[config.mk]
export PLATFORM = sky130hd
export DESIGN_NAME = lamp_sequence_monitor_flat
export DESIGN_NICKNAME = d
export VERILOG_FILES = /design/src/rtl/lamp_sequence_monitor_if.sv /design/src/rtl/lamp_sequence_monitor.sv /design/src/flat_wrapper.sv
export SDC_FILE = /design/constraint.sdc
export NUM_CORES = 1
export LEC_CHECK = 0
export ABC_CLOCK_PERIOD_IN_PS = 2600
export CAP_MARGIN = 20
export CORE_UTILIZATION = 50
export DETAILED_ROUTE_END_ITERATION = 10
export PLACE_DENSITY = 0.78
export SLEW_MARGIN = 40
export SYNTH_ARGS = -nofsm -noshare
export SYNTH_HDL_FRONTEND = slang
export SYNTH_SLANG_ARGS = --single-unit
[constraint.sdc]
create_clock -name clk -period 2.6 [get_ports clk]
set_clock_uncertainty 0.05 [all_clocks]
set_input_delay 0.26 -clock clk [delete_from_list [all_inputs] [get_ports clk]]
set_output_delay 0.26 -clock clk [all_outputs]
set_load 0.005 [all_outputs]
[src/rtl/lamp_sequence_monitor_if.sv]
// Lamp observation bus: six lamp lines and fault clear in, decoded mode/fault status out.
// Latency: none, wiring only.
// Backpressure: none, the lamp lines are free-running levels with no handshake.
interface lamp_sequence_monitor_if;
    logic [2:0] left_lamp;
    logic [2:0] right_lamp;
    logic       clr_fault;
    logic [1:0] mode;
    logic       mode_valid;
    logic       fault;
    logic [1:0] fault_code;
    logic [7:0] seq_count;

    // Lamp driver / harness side
    modport master (
        output left_lamp, right_lamp, clr_fault,
        input  mode, mode_valid, fault, fault_code, seq_count
    );

    // Monitor side
    modport slave (
        input  left_lamp, right_lamp, clr_fault,
        output mode, mode_valid, fault, fault_code, seq_count
    );
endinterface

[src/rtl/lamp_sequence_monitor.sv]
// Sequential tail-light monitor: decodes idle/left/right/hazard and flags sticky faults.
// Latency: every response is registered 2 clock edges after the lamp lines change.
// Backpressure: none, a pure observer that samples the lamps every clock.
module lamp_sequence_monitor #(
    parameter int MAX_HOLD    = 200,
    parameter int IDLE_CYCLES = 400,
    parameter int CNT_W       = 10
) (
    input  logic                   clk,
    input  logic                   rst_n,
    lamp_sequence_monitor_if.slave lamps
);

    typedef enum logic [2:0] {
        S_IDLE,
        S_LEFT,
        S_RIGHT,
        S_HAZARD,
        S_FAULT
    } state_t;

    localparam logic [1:0] FC_NONE    = 2'b00;
    localparam logic [1:0] FC_PATTERN = 2'b01;
    localparam logic [1:0] FC_STEP    = 2'b10;
    localparam logic [1:0] FC_STUCK   = 2'b11;

    // Only the thermometer fills from the inside out are meaningful lamp images.
    function automatic logic legal_pat(input logic [2:0] p);
        return (p == 3'b000) || (p == 3'b001) || (p == 3'b011) || (p == 3'b111);
    endfunction

    // One side may hold, grow by one lamp, or drop from full to dark.
    function automatic logic legal_step(input logic [2:0] a, input logic [2:0] b);
        return (a == b) ||
               (a == 3'b000 && b == 3'b001) ||
               (a == 3'b001 && b == 3'b011) ||
               (a == 3'b011 && b == 3'b111) ||
               (a == 3'b111 && b == 3'b000);
    endfunction

    function automatic logic [1:0] mode_of(input state_t s);
        case (s)
            S_LEFT:   return 2'b01;
            S_RIGHT:  return 2'b10;
            S_HAZARD: return 2'b11;
            default:  return 2'b00;
        endcase
    endfunction

    state_t           state;
    logic [5:0]       s1;
    logic [5:0]       prev;
    logic [CNT_W-1:0] hold_cnt;
    logic [1:0]       mode_q;
    logic             mode_valid_q;
    logic             fault_q;
    logic [1:0]       fault_code_q;
    logic [7:0]       seq_count_q;

    logic [2:0] l_now, r_now, l_old, r_old;
    logic       chg, l_chg, r_chg, both_zero_old;
    logic       l_start, r_start, l_done, r_done;
    logic       pat_err, base_err, step_err, stuck, idle_hit, done, any_fault;
    logic [1:0] new_code;
    state_t     nxt;

    assign l_now         = s1[5:3];
    assign r_now         = s1[2:0];
    assign l_old         = prev[5:3];
    assign r_old         = prev[2:0];
    assign l_chg         = (l_now != l_old);
    assign r_chg         = (r_now != r_old);
    assign chg           = l_chg || r_chg;
    assign both_zero_old = (prev == 6'd0);
    assign l_start       = (l_old == 3'b000) && (l_now == 3'b001);
    assign r_start       = (r_old == 3'b000) && (r_now == 3'b001);
    assign l_done        = (l_old == 3'b111) && (l_now == 3'b000);
    assign r_done        = (r_old == 3'b111) && (r_now == 3'b000);

    // Classify the current sample against the previous one and pick the next mode.
    always_comb begin
        nxt      = state;
        step_err = 1'b0;
        done     = 1'b0;
        pat_err  = !legal_pat(l_now) || !legal_pat(r_now);
        base_err = chg && (!legal_step(l_old, l_now) || !legal_step(r_old, r_now));
        stuck    = !chg && (s1 != 6'd0) && (hold_cnt == CNT_W'(MAX_HOLD));
        idle_hit = !chg && (s1 == 6'd0) && (hold_cnt == CNT_W'(IDLE_CYCLES));
        case (state)
            S_IDLE: begin
                step_err = base_err;
                if (l_start && r_start)
                    nxt = S_HAZARD;
                else if (l_start && !r_chg && r_now == 3'b000)
                    nxt = S_LEFT;
                else if (r_start && !l_chg && l_now == 3'b000)
                    nxt = S_RIGHT;
            end
            S_LEFT: begin
                step_err = base_err;
                done     = l_done;
                if (r_chg) begin
                    // Leaving a turn is only allowed from the fully dark boundary.
                    if (both_zero_old && r_start && l_now == 3'b000)
                        nxt = S_RIGHT;
                    else if (both_zero_old && r_start && l_start)
                        nxt = S_HAZARD;
                    else
                        step_err = 1'b1;
                end else if (idle_hit) begin
                    nxt = S_IDLE;
                end
            end
            S_RIGHT: begin
                step_err = base_err;
                done     = r_done;
                if (l_chg) begin
                    if (both_zero_old && l_start && r_now == 3'b000)
                        nxt = S_LEFT;
                    else if (both_zero_old && l_start && r_start)
                        nxt = S_HAZARD;
                    else
                        step_err = 1'b1;
                end else if (idle_hit) begin
                    nxt = S_IDLE;
                end
            end
            S_HAZARD: begin
                // Both sides move in lock step to identical images.
                step_err = base_err || (chg && (!l_chg || !r_chg || l_now != r_now));
                done     = l_done && r_done;
                if (idle_hit)
                    nxt = S_IDLE;
            end
            default: begin
                nxt = state;
            end
        endcase
        any_fault = (state != S_FAULT) && (pat_err || step_err || stuck);
        if (pat_err)
            new_code = FC_PATTERN;
        else if (step_err)
            new_code = FC_STEP;
        else
            new_code = FC_STUCK;
    end

    // Two-stage lamp sampler and the hold counter that times stuck and idle periods.
    always_ff @(posedge clk or negedge rst_n) begin
        if (!rst_n) begin
            s1       <= 6'd0;
            prev     <= 6'd0;
            hold_cnt <= '0;
        end else begin
            s1   <= {lamps.left_lamp, lamps.right_lamp};
            prev <= s1;
            if (state == S_FAULT && lamps.clr_fault)
                hold_cnt <= '0;
            else if (chg)
                hold_cnt <= '0;
            else if (~&hold_cnt)
                hold_cnt <= hold_cnt + 1'b1;
        end
    end

    // Mode FSM with registered status outputs; faults are sticky until cleared.
    always_ff @(posedge clk or negedge rst_n) begin
        if (!rst_n) begin
            state        <= S_IDLE;
            mode_q       <= 2'b00;
            mode_valid_q <= 1'b0;
            fault_q      <= 1'b0;
            fault_code_q <= FC_NONE;
            seq_count_q  <= 8'd0;
        end else if (state == S_FAULT) begin
            if (lamps.clr_fault) begin
                state        <= S_IDLE;
                fault_q      <= 1'b0;
                fault_code_q <= FC_NONE;
            end
        end else if (any_fault) begin
            state        <= S_FAULT;
            fault_q      <= 1'b1;
            fault_code_q <= new_code;
            mode_valid_q <= 1'b0;
        end else begin
            state <= nxt;
            if (done) begin
                mode_q       <= mode_of(state);
                mode_valid_q <= 1'b1;
                if (seq_count_q != 8'hFF)
                    seq_count_q <= seq_count_q + 8'd1;
            end else if (nxt != state) begin
                if (nxt == S_IDLE) begin
                    mode_q       <= 2'b00;
                    mode_valid_q <= 1'b1;
                end else begin
                    mode_valid_q <= 1'b0;
                end
            end else if (state == S_IDLE && idle_hit) begin
                mode_q       <= 2'b00;
                mode_valid_q <= 1'b1;
            end
        end
    end

    assign lamps.mode       = mode_q;
    assign lamps.mode_valid = mode_valid_q;
    assign lamps.fault      = fault_q;
    assign lamps.fault_code = fault_code_q;
    assign lamps.seq_count  = seq_count_q;

endmodule

[src/flat_wrapper.sv]
// flat-port wrapper written by rule: the top's interface ports become plain ports
module lamp_sequence_monitor_flat 
#(
    parameter int MAX_HOLD    = 200,
    parameter int IDLE_CYCLES = 400,
    parameter int CNT_W       = 10
)
  (clk, rst_n, lamps_left_lamp, lamps_right_lamp, lamps_clr_fault, lamps_mode, lamps_mode_valid, lamps_fault, lamps_fault_code, lamps_seq_count);
  lamp_sequence_monitor_if lamps_i ();
  input  logic clk;
  input  logic rst_n;
  input wire logic [$bits(lamps_i.left_lamp)-1:0] lamps_left_lamp;
  input wire logic [$bits(lamps_i.right_lamp)-1:0] lamps_right_lamp;
  input wire logic [$bits(lamps_i.clr_fault)-1:0] lamps_clr_fault;
  output wire logic [$bits(lamps_i.mode)-1:0] lamps_mode;
  output wire logic [$bits(lamps_i.mode_valid)-1:0] lamps_mode_valid;
  output wire logic [$bits(lamps_i.fault)-1:0] lamps_fault;
  output wire logic [$bits(lamps_i.fault_code)-1:0] lamps_fault_code;
  output wire logic [$bits(lamps_i.seq_count)-1:0] lamps_seq_count;
  assign lamps_i.left_lamp = lamps_left_lamp;
  assign lamps_i.right_lamp = lamps_right_lamp;
  assign lamps_i.clr_fault = lamps_clr_fault;
  assign lamps_mode = lamps_i.mode;
  assign lamps_mode_valid = lamps_i.mode_valid;
  assign lamps_fault = lamps_i.fault;
  assign lamps_fault_code = lamps_i.fault_code;
  assign lamps_seq_count = lamps_i.seq_count;
  lamp_sequence_monitor #(.MAX_HOLD(MAX_HOLD), .IDLE_CYCLES(IDLE_CYCLES), .CNT_W(CNT_W)) u_core (.clk(clk), .rst_n(rst_n), .lamps(lamps_i));
endmodule
# After elaboration in Yosys (flattened, before gate mapping)

Cells that the tools add are included.

Register bits after elaboration: 39
Latch bits: 0
RAM bits: 0
Bits in read-only memories: 0
Input bits: 9
Memories kept: 0

Add/sub/neg operators: 2
$mul: 0
Divide/modulo/power cells: 0
Order comparisons: 0
Equal/unequal tests: 29
Shift-type cells: 0
Mux-type cells: 43
Bitwise gates (word level): 2
Reductions and logical operators: 75

Operators by type and width:

| kind                                                              | number |
|---|---|
| 3-bit two-way mux                                                 | 13 |
| 10-bit two-way mux                                                | 3 |
| 1-bit logical AND                                                 | 29 |
| 1-bit logical OR                                                  | 22 |
| 3-bit by 2-bit == test with 1-bit output (second input constant)  | 6 |
| 3-bit logical NOT                                                 | 6 |
| 2-bit two-way mux                                                 | 8 |
| 3-bit by 1-bit == test with 1-bit output (second input constant)  | 5 |
| 3-bit == test (second input constant)                             | 5 |
| 1-bit two-way mux                                                 | 15 |
| 6-bit logical NOT                                                 | 2 |
| 3-bit != test                                                     | 4 |
| 3-bit one-hot mux with 4 select lines                             | 1 |
| 10-bit by 1-bit adder with 10-bit output (second input constant)  | 1 |
| 10-bit by 8-bit == test with 1-bit output (second input constant) | 1 |
| 10-bit by 9-bit == test with 1-bit output (second input constant) | 1 |
| 10-bit AND reduction                                              | 1 |
| 8-bit by 1-bit adder with 8-bit output (second input constant)    | 1 |
| 8-bit != test (second input constant)                             | 1 |
| 4-bit AND reduction                                               | 2 |
| 1-bit logical NOT                                                 | 7 |
| 3-bit == test                                                     | 2 |
| 2-bit one-hot mux with 3 select lines                             | 1 |
| 6-bit nonzero test                                                | 1 |
| other kinds (11)                                                  | 13 |

# Depth between registers and ports, before layout

Gate-level depths: netlist of run 1.

Depth after elaboration: 18
Mapped depth: 10

# Worst setup path before layout of run 1

No wires, ideal clock.

Path type: flip-flop to flip-flop
Start point: reg u_core.s1[4]
End point: reg u_core.seq_count_q[1], in the netlist u_core.lamps.seq_count[1]
Data arrival time: 2.472 ns
Data required time: 2.422 ns
Setup slack: -0.050 ns
Cell stages (with the launch flop): 10
Buffers on the path: 2
Period minus slack after synthesis: 2.650 ns
Cell sequence: dfrtp_1 buf_4 xnor2_1 and3_1 clkbuf_2 or4_1 o2111ai_2 a31oi_2 nor3_4 mux2_1

Word-level cells in the longest chain between the ends: 18
Elaborated cells between the ends (all ways): 52
Classes of those cells: eq/ne: 6; mux: 8; bitwise: 1; reduce/logical: 37

Ends and longest elaborated chain:

| item                                        | line                                                                                  | RTL |
|---|---|---|
| start, declared                             | lamp_sequence_monitor.sv:51                                                           | `logic [5:0] s1;` |
| start signal, assigned                      | lamp_sequence_monitor.sv:155                                                          | `s1 <= {lamps.left_lamp, lamps.right_lamp};` |
| 3-bit by 1-bit == test with 1-bit output    | lamp_sequence_monitor.sv:29, lamp_sequence_monitor.sv:35, lamp_sequence_monitor.sv:75 |  |
| 1-bit logical AND                           | lamp_sequence_monitor.sv:35, lamp_sequence_monitor.sv:75                              |  |
| 1-bit logical OR                            | lamp_sequence_monitor.sv:34                                                           | `return (a == b) \|\|` |
| 1-bit logical OR                            | lamp_sequence_monitor.sv:35                                                           | `(a == 3'b000 && b == 3'b001) \|\|` |
| 1-bit logical OR                            | lamp_sequence_monitor.sv:36                                                           | `(a == 3'b001 && b == 3'b011) \|\|` |
| 1-bit logical OR                            | lamp_sequence_monitor.sv:37                                                           | `(a == 3'b011 && b == 3'b111) \|\|` |
| 1-bit logical NOT                           | lamp_sequence_monitor.sv:86                                                           | `base_err = chg && (!legal_step(l_old, l_now) \|\| !legal_step(r_old, r_now));` |
| 1-bit logical OR                            | lamp_sequence_monitor.sv:86                                                           |  |
| 1-bit logical AND                           | lamp_sequence_monitor.sv:86                                                           |  |
| 1-bit two-way mux, on equally long branches | lamp_sequence_monitor.sv:120, lamp_sequence_monitor.sv:106                            |  |
| 1-bit two-way mux, on equally long branches | lamp_sequence_monitor.sv:118, lamp_sequence_monitor.sv:104                            |  |
| 1-bit two-way mux, on equally long branches | lamp_sequence_monitor.sv:117, lamp_sequence_monitor.sv:102                            |  |
| 1-bit one-hot mux with 4 select lines       | lamp_sequence_monitor.sv:89                                                           | `case (state)` |
| 1-bit logical OR (2 in series)              | lamp_sequence_monitor.sv:139                                                          | `any_fault = (state != S_FAULT) && (pat_err \|\| step_err \|\| stuck);` |
| 1-bit logical AND                           | lamp_sequence_monitor.sv:139                                                          |  |
| 1-bit NOT (no line)                         | -                                                                                     |  |
| 4-bit AND reduction (no line) (*)           | -                                                                                     |  |
| end signal, assigned                        | lamp_sequence_monitor.sv:192                                                          | `seq_count_q <= seq_count_q + 8'd1;` |
| end, declared                               | lamp_sequence_monitor.sv:58                                                           | `logic [7:0] seq_count_q;` |

Every way passes the cells marked *; elsewhere a longest branch is shown, timed or not.
A chain may end at the register's enable or synchronous reset.

# Worst setup path in the final report of run 1

Start point: reg u_core.s1[5]
End point: reg u_core.seq_count_q[1], in the netlist u_core.lamps.seq_count[1]

Same word-level chain as after synthesis.

==> results of run 1 <==
repair_timing:
item / CTS / global route
buffers inserted: 0 / 5
endpoints found under the hold margin: 14 / 0
setup endpoints to repair: 1 / 7
gates resized for setup: 2 / 17
pin swaps: 0 / 9
hold buffers: 1 / 0
final cells by class:
class                           count  area share
Multi-Input combinational cell    160      0.4064
Sequential cell                    39      0.3601
Timing Repair Buffer               52      0.1711
Clock buffer                        5     0.02523
Tap cell                           50     0.02294
Clock inverter                      3    0.008716
Inverter                            4    0.005505
synth_stat cells (4+ instances only):
master	instances
a32o_1	4
nor4b_1	4
dfrtp_1	39
nor3_1	4
inv_1	4
xnor2_1	10
nand3_1	9
nand4_1	13
and3_1	6
nor4_1	4
xor2_1	11
nand2_1	17
a21oi_1	8
a31oi_1	4
nor2_1	21
o21ai_0	5
sequential cells by signal, indices dropped and copies added, names as in the netlist:
name                     count
u_core.hold_cnt             10
u_core.lamps.seq_count       8
u_core.prev                  6
u_core.s1                    6
u_core.state                 3
u_core.lamps.fault_code      2
u_core.lamps.mode            2
u_core.lamps.fault           1
u_core.lamps.mode_valid      1
logic make-up (layout without fill, tap and decap cells):
kind of cell	Yosys count	after routing	synth area share
fa+ha+maj	3	3	0.01792
compound gates	40	40	0.1416
mux	1	1	0.005376
flops	39	39	0.4660
xor+xnor	21	21	0.08781
simple gates	95	95	0.2485
buf+inv	14	64	0.03285
worst max-delay path, delay by kind of cell, from the launching register on:
kind / cells / cell delay, ns
xor gates and xnor gates: 1 / 0.14
muxes: 1 / 0.33
buffers and inverters: 1 / 0.14
AOI/OAI and AO/OA: 2 / 0.39
DFF: 1 / 0.46
and+or+nand+nor: 2 / 0.91
where the power goes:
part,switching [µW],internal (µW),leakage (µW)
Combinational,81.6,84.8,0.000580
Sequential,21.0,625,0.000505
Clock,225,192,0.0000408
Total,327,901,0.00113
worst paths after layout:
| kind | from | endpoint | cells past startpoint |
|---|---|---|---|
| max | u_core.s1[5] | u_core.lamps.seq_count[1] | 7 |
| min | lamps_left_lamp[2] | u_core.s1[5] | 1 |
| max reg2reg | u_core.s1[5] | u_core.lamps.seq_count[1] | 7 |
| min reg2reg | u_core.lamps.fault | u_core.lamps.fault | 1 |
| max in group asynchronous | rst_n | u_core.lamps.mode[0] | 3 |
| min in group asynchronous | rst_n | u_core.hold_cnt[5] | 2 |
layer usage:
metal / vias to the layer above / track usage / routed length, µm
met2: 34 / 0.3788 / 2239
met5: - / 0 / 0
met1: 894 / 0.2889 / 2157
met3: 4 / 0.03596 / 107
met4: 0 / 0.05053 / 30
li1: 889 / - / -
per-stage QoR:
step | std cells | setup WS [ns]
floorplan | 213 | 0.01953
global placement | 298 | 0.04724
detailed placement | 299 | -0.01352
CTS | 308 | 0.005213
global route | 313 | -0.03209
finish | 313 | 0.06269
==> flow_metrics.py, run 1 <==
metrics = {
    "timing": {
        "finalSetupViolCount": 0,
        "fin_crit_ns": 2.537,
        "fin_setup_tns_ns": 0,
        "worst_slew_pin_slew_ns": 0.4328,
        "rsz0062_at_grt": "true",
        "hold_ws_ns": 0.3452,
        "timing.final.crit_share": 0.9759,
        "maxSlewViolCount": 0,
        "final-hold-violation-count": 0,
        "fmax_mhz": 394.1,
        "slew_headroom": 0.7107,
    },
    "logic_synthesis": {
        "yosys.cell_types.count": 48,
        "seq_area_frac_synth": 0.4659,
        "synth_area_leader_cell": "dfrtp_1",
        "synth_flop_cell": "dfrtp_1",
        "syn_area_per_cell_um2": 9.833,
        "netlist_top_cells_area": "dfrtp_1 47%, xor2_1 4.6%, xnor2_1 4.2%",
        "synth-edff-count": 0,
        "yosysTopAreaCellShare": 0.4659,
        "syn_area_um2": 2095,
        "syn_nets": 225,
        "syn_inst": 213,
        "async_reset_ff_frac": 1.000,
        "ys_seq_elements": 39,
        "ys_warn_count": 0,
    },
    "layout": {
        "design_area_um2": 2728,
        "nets": 274,
        "final_common_cell": "dfrtp_1",
        "final_util": 0.6819,
        "final_cell_mix": "34 x dfrtp_1, 27 x buf_4, 21 x clkdlybuf4s50_1, 20 x nor2_1, 17 x nand2_1",
        "ff_latch_area_um2": 982.2,
        "multi_input_area_um2": 1109,
        "drive_above_1_share": 0.2167,
        "fillers": 316,
        "syn_to_final_growth_pct": 30.23,
        "diodes": 0,
    },
    "grt": {
        "grt_antenna_before_repair": 0,
        "grt_pass1_wl_um": 7452,
        "grt_max_degree": 26,
        "grt-ovfl-total": 0,
        "grt_usage": 0.2203,
        "grt_pass1_vias": 1658,
    },
    "worst_setup_path": {
        "slowest_stage": "or4_1",
        "worstSetupPathType": "reg2reg",
        "critPathRequiredTime_ns": 2.73,
        "path_cells": "buf_6 > xor2_1 > or4_1 > o2111ai_2 > a31oi_4 > nor3_4 > mux2_4",
        "critPathMaxFanout": 8,
        "cpPeakStageDelay_ns": 0.54,
        "start_kind": "flop",
        "r2r_setup_slack_ns": 0.06,
        "cp_data_arrival_time_ns": 2.67,
        "cp-end-kind": "flop",
    },
    "floorplanning": {
        "initial_core_util": 0.5236,
        "die_h_um": 66.72,
        "die_w_um": 66.72,
        "num_io_pins": 23,
        "rows": 23,
        "fp.coreArea_um2": 4000,
        "die-area_um2": 4452,
    },
    "place": {
        "place_area_um2": 2520,
        "numPortBuffers": 22,
        "hpwl_um": 3276,
        "place_congestion": 0.9162,
    },
    "routing": {
        "drcViolationCount": 0,
        "dr.pass1.iters": 4,
        "post_drt_wl_per_cell_um": 14.49,
        "first_iter_violations": 151,
        "totalWireLength_um": 4535,
        "via_count": 1821,
        "antenna_left": 0,
        "vias_per_cell": 5.818,
    },
    "flow_run": {
        "maxCapViolCount": 0,
    },
    "power": {
        "irDropWorstVdd_uv": 369.1,
        "p_total_uw": 1228,
        "power.density_nw_per_um2": 450.3,
        "p_leak_uw": 0.001126,
    },
    "cts": {
        "cts-root-buf": "clkbuf_8",
        "cts.sinks": 39,
        "cts_tree": "built",
        "clk_path_buf_depth": 2,
        "htreeDepth": 2,
        "clk_latency_ns": 0.29,
        "clk_pin_slew_ns": 0.08,
        "cts_buffers": 5,
    },
    "status": {
        "status": "finished, final reports clean",
    },
    "min_path": {
        "hp-class": "in2reg",
    },
}
Note: power is estimated with default switching activity, not from simulation.
==> run 2: changes to the inputs <==
Settings changed: CAP_MARGIN 20 to 5.
==> results of run 2 <==
Same layout as run 1: the final DEF is identical, and so are final timing and power.
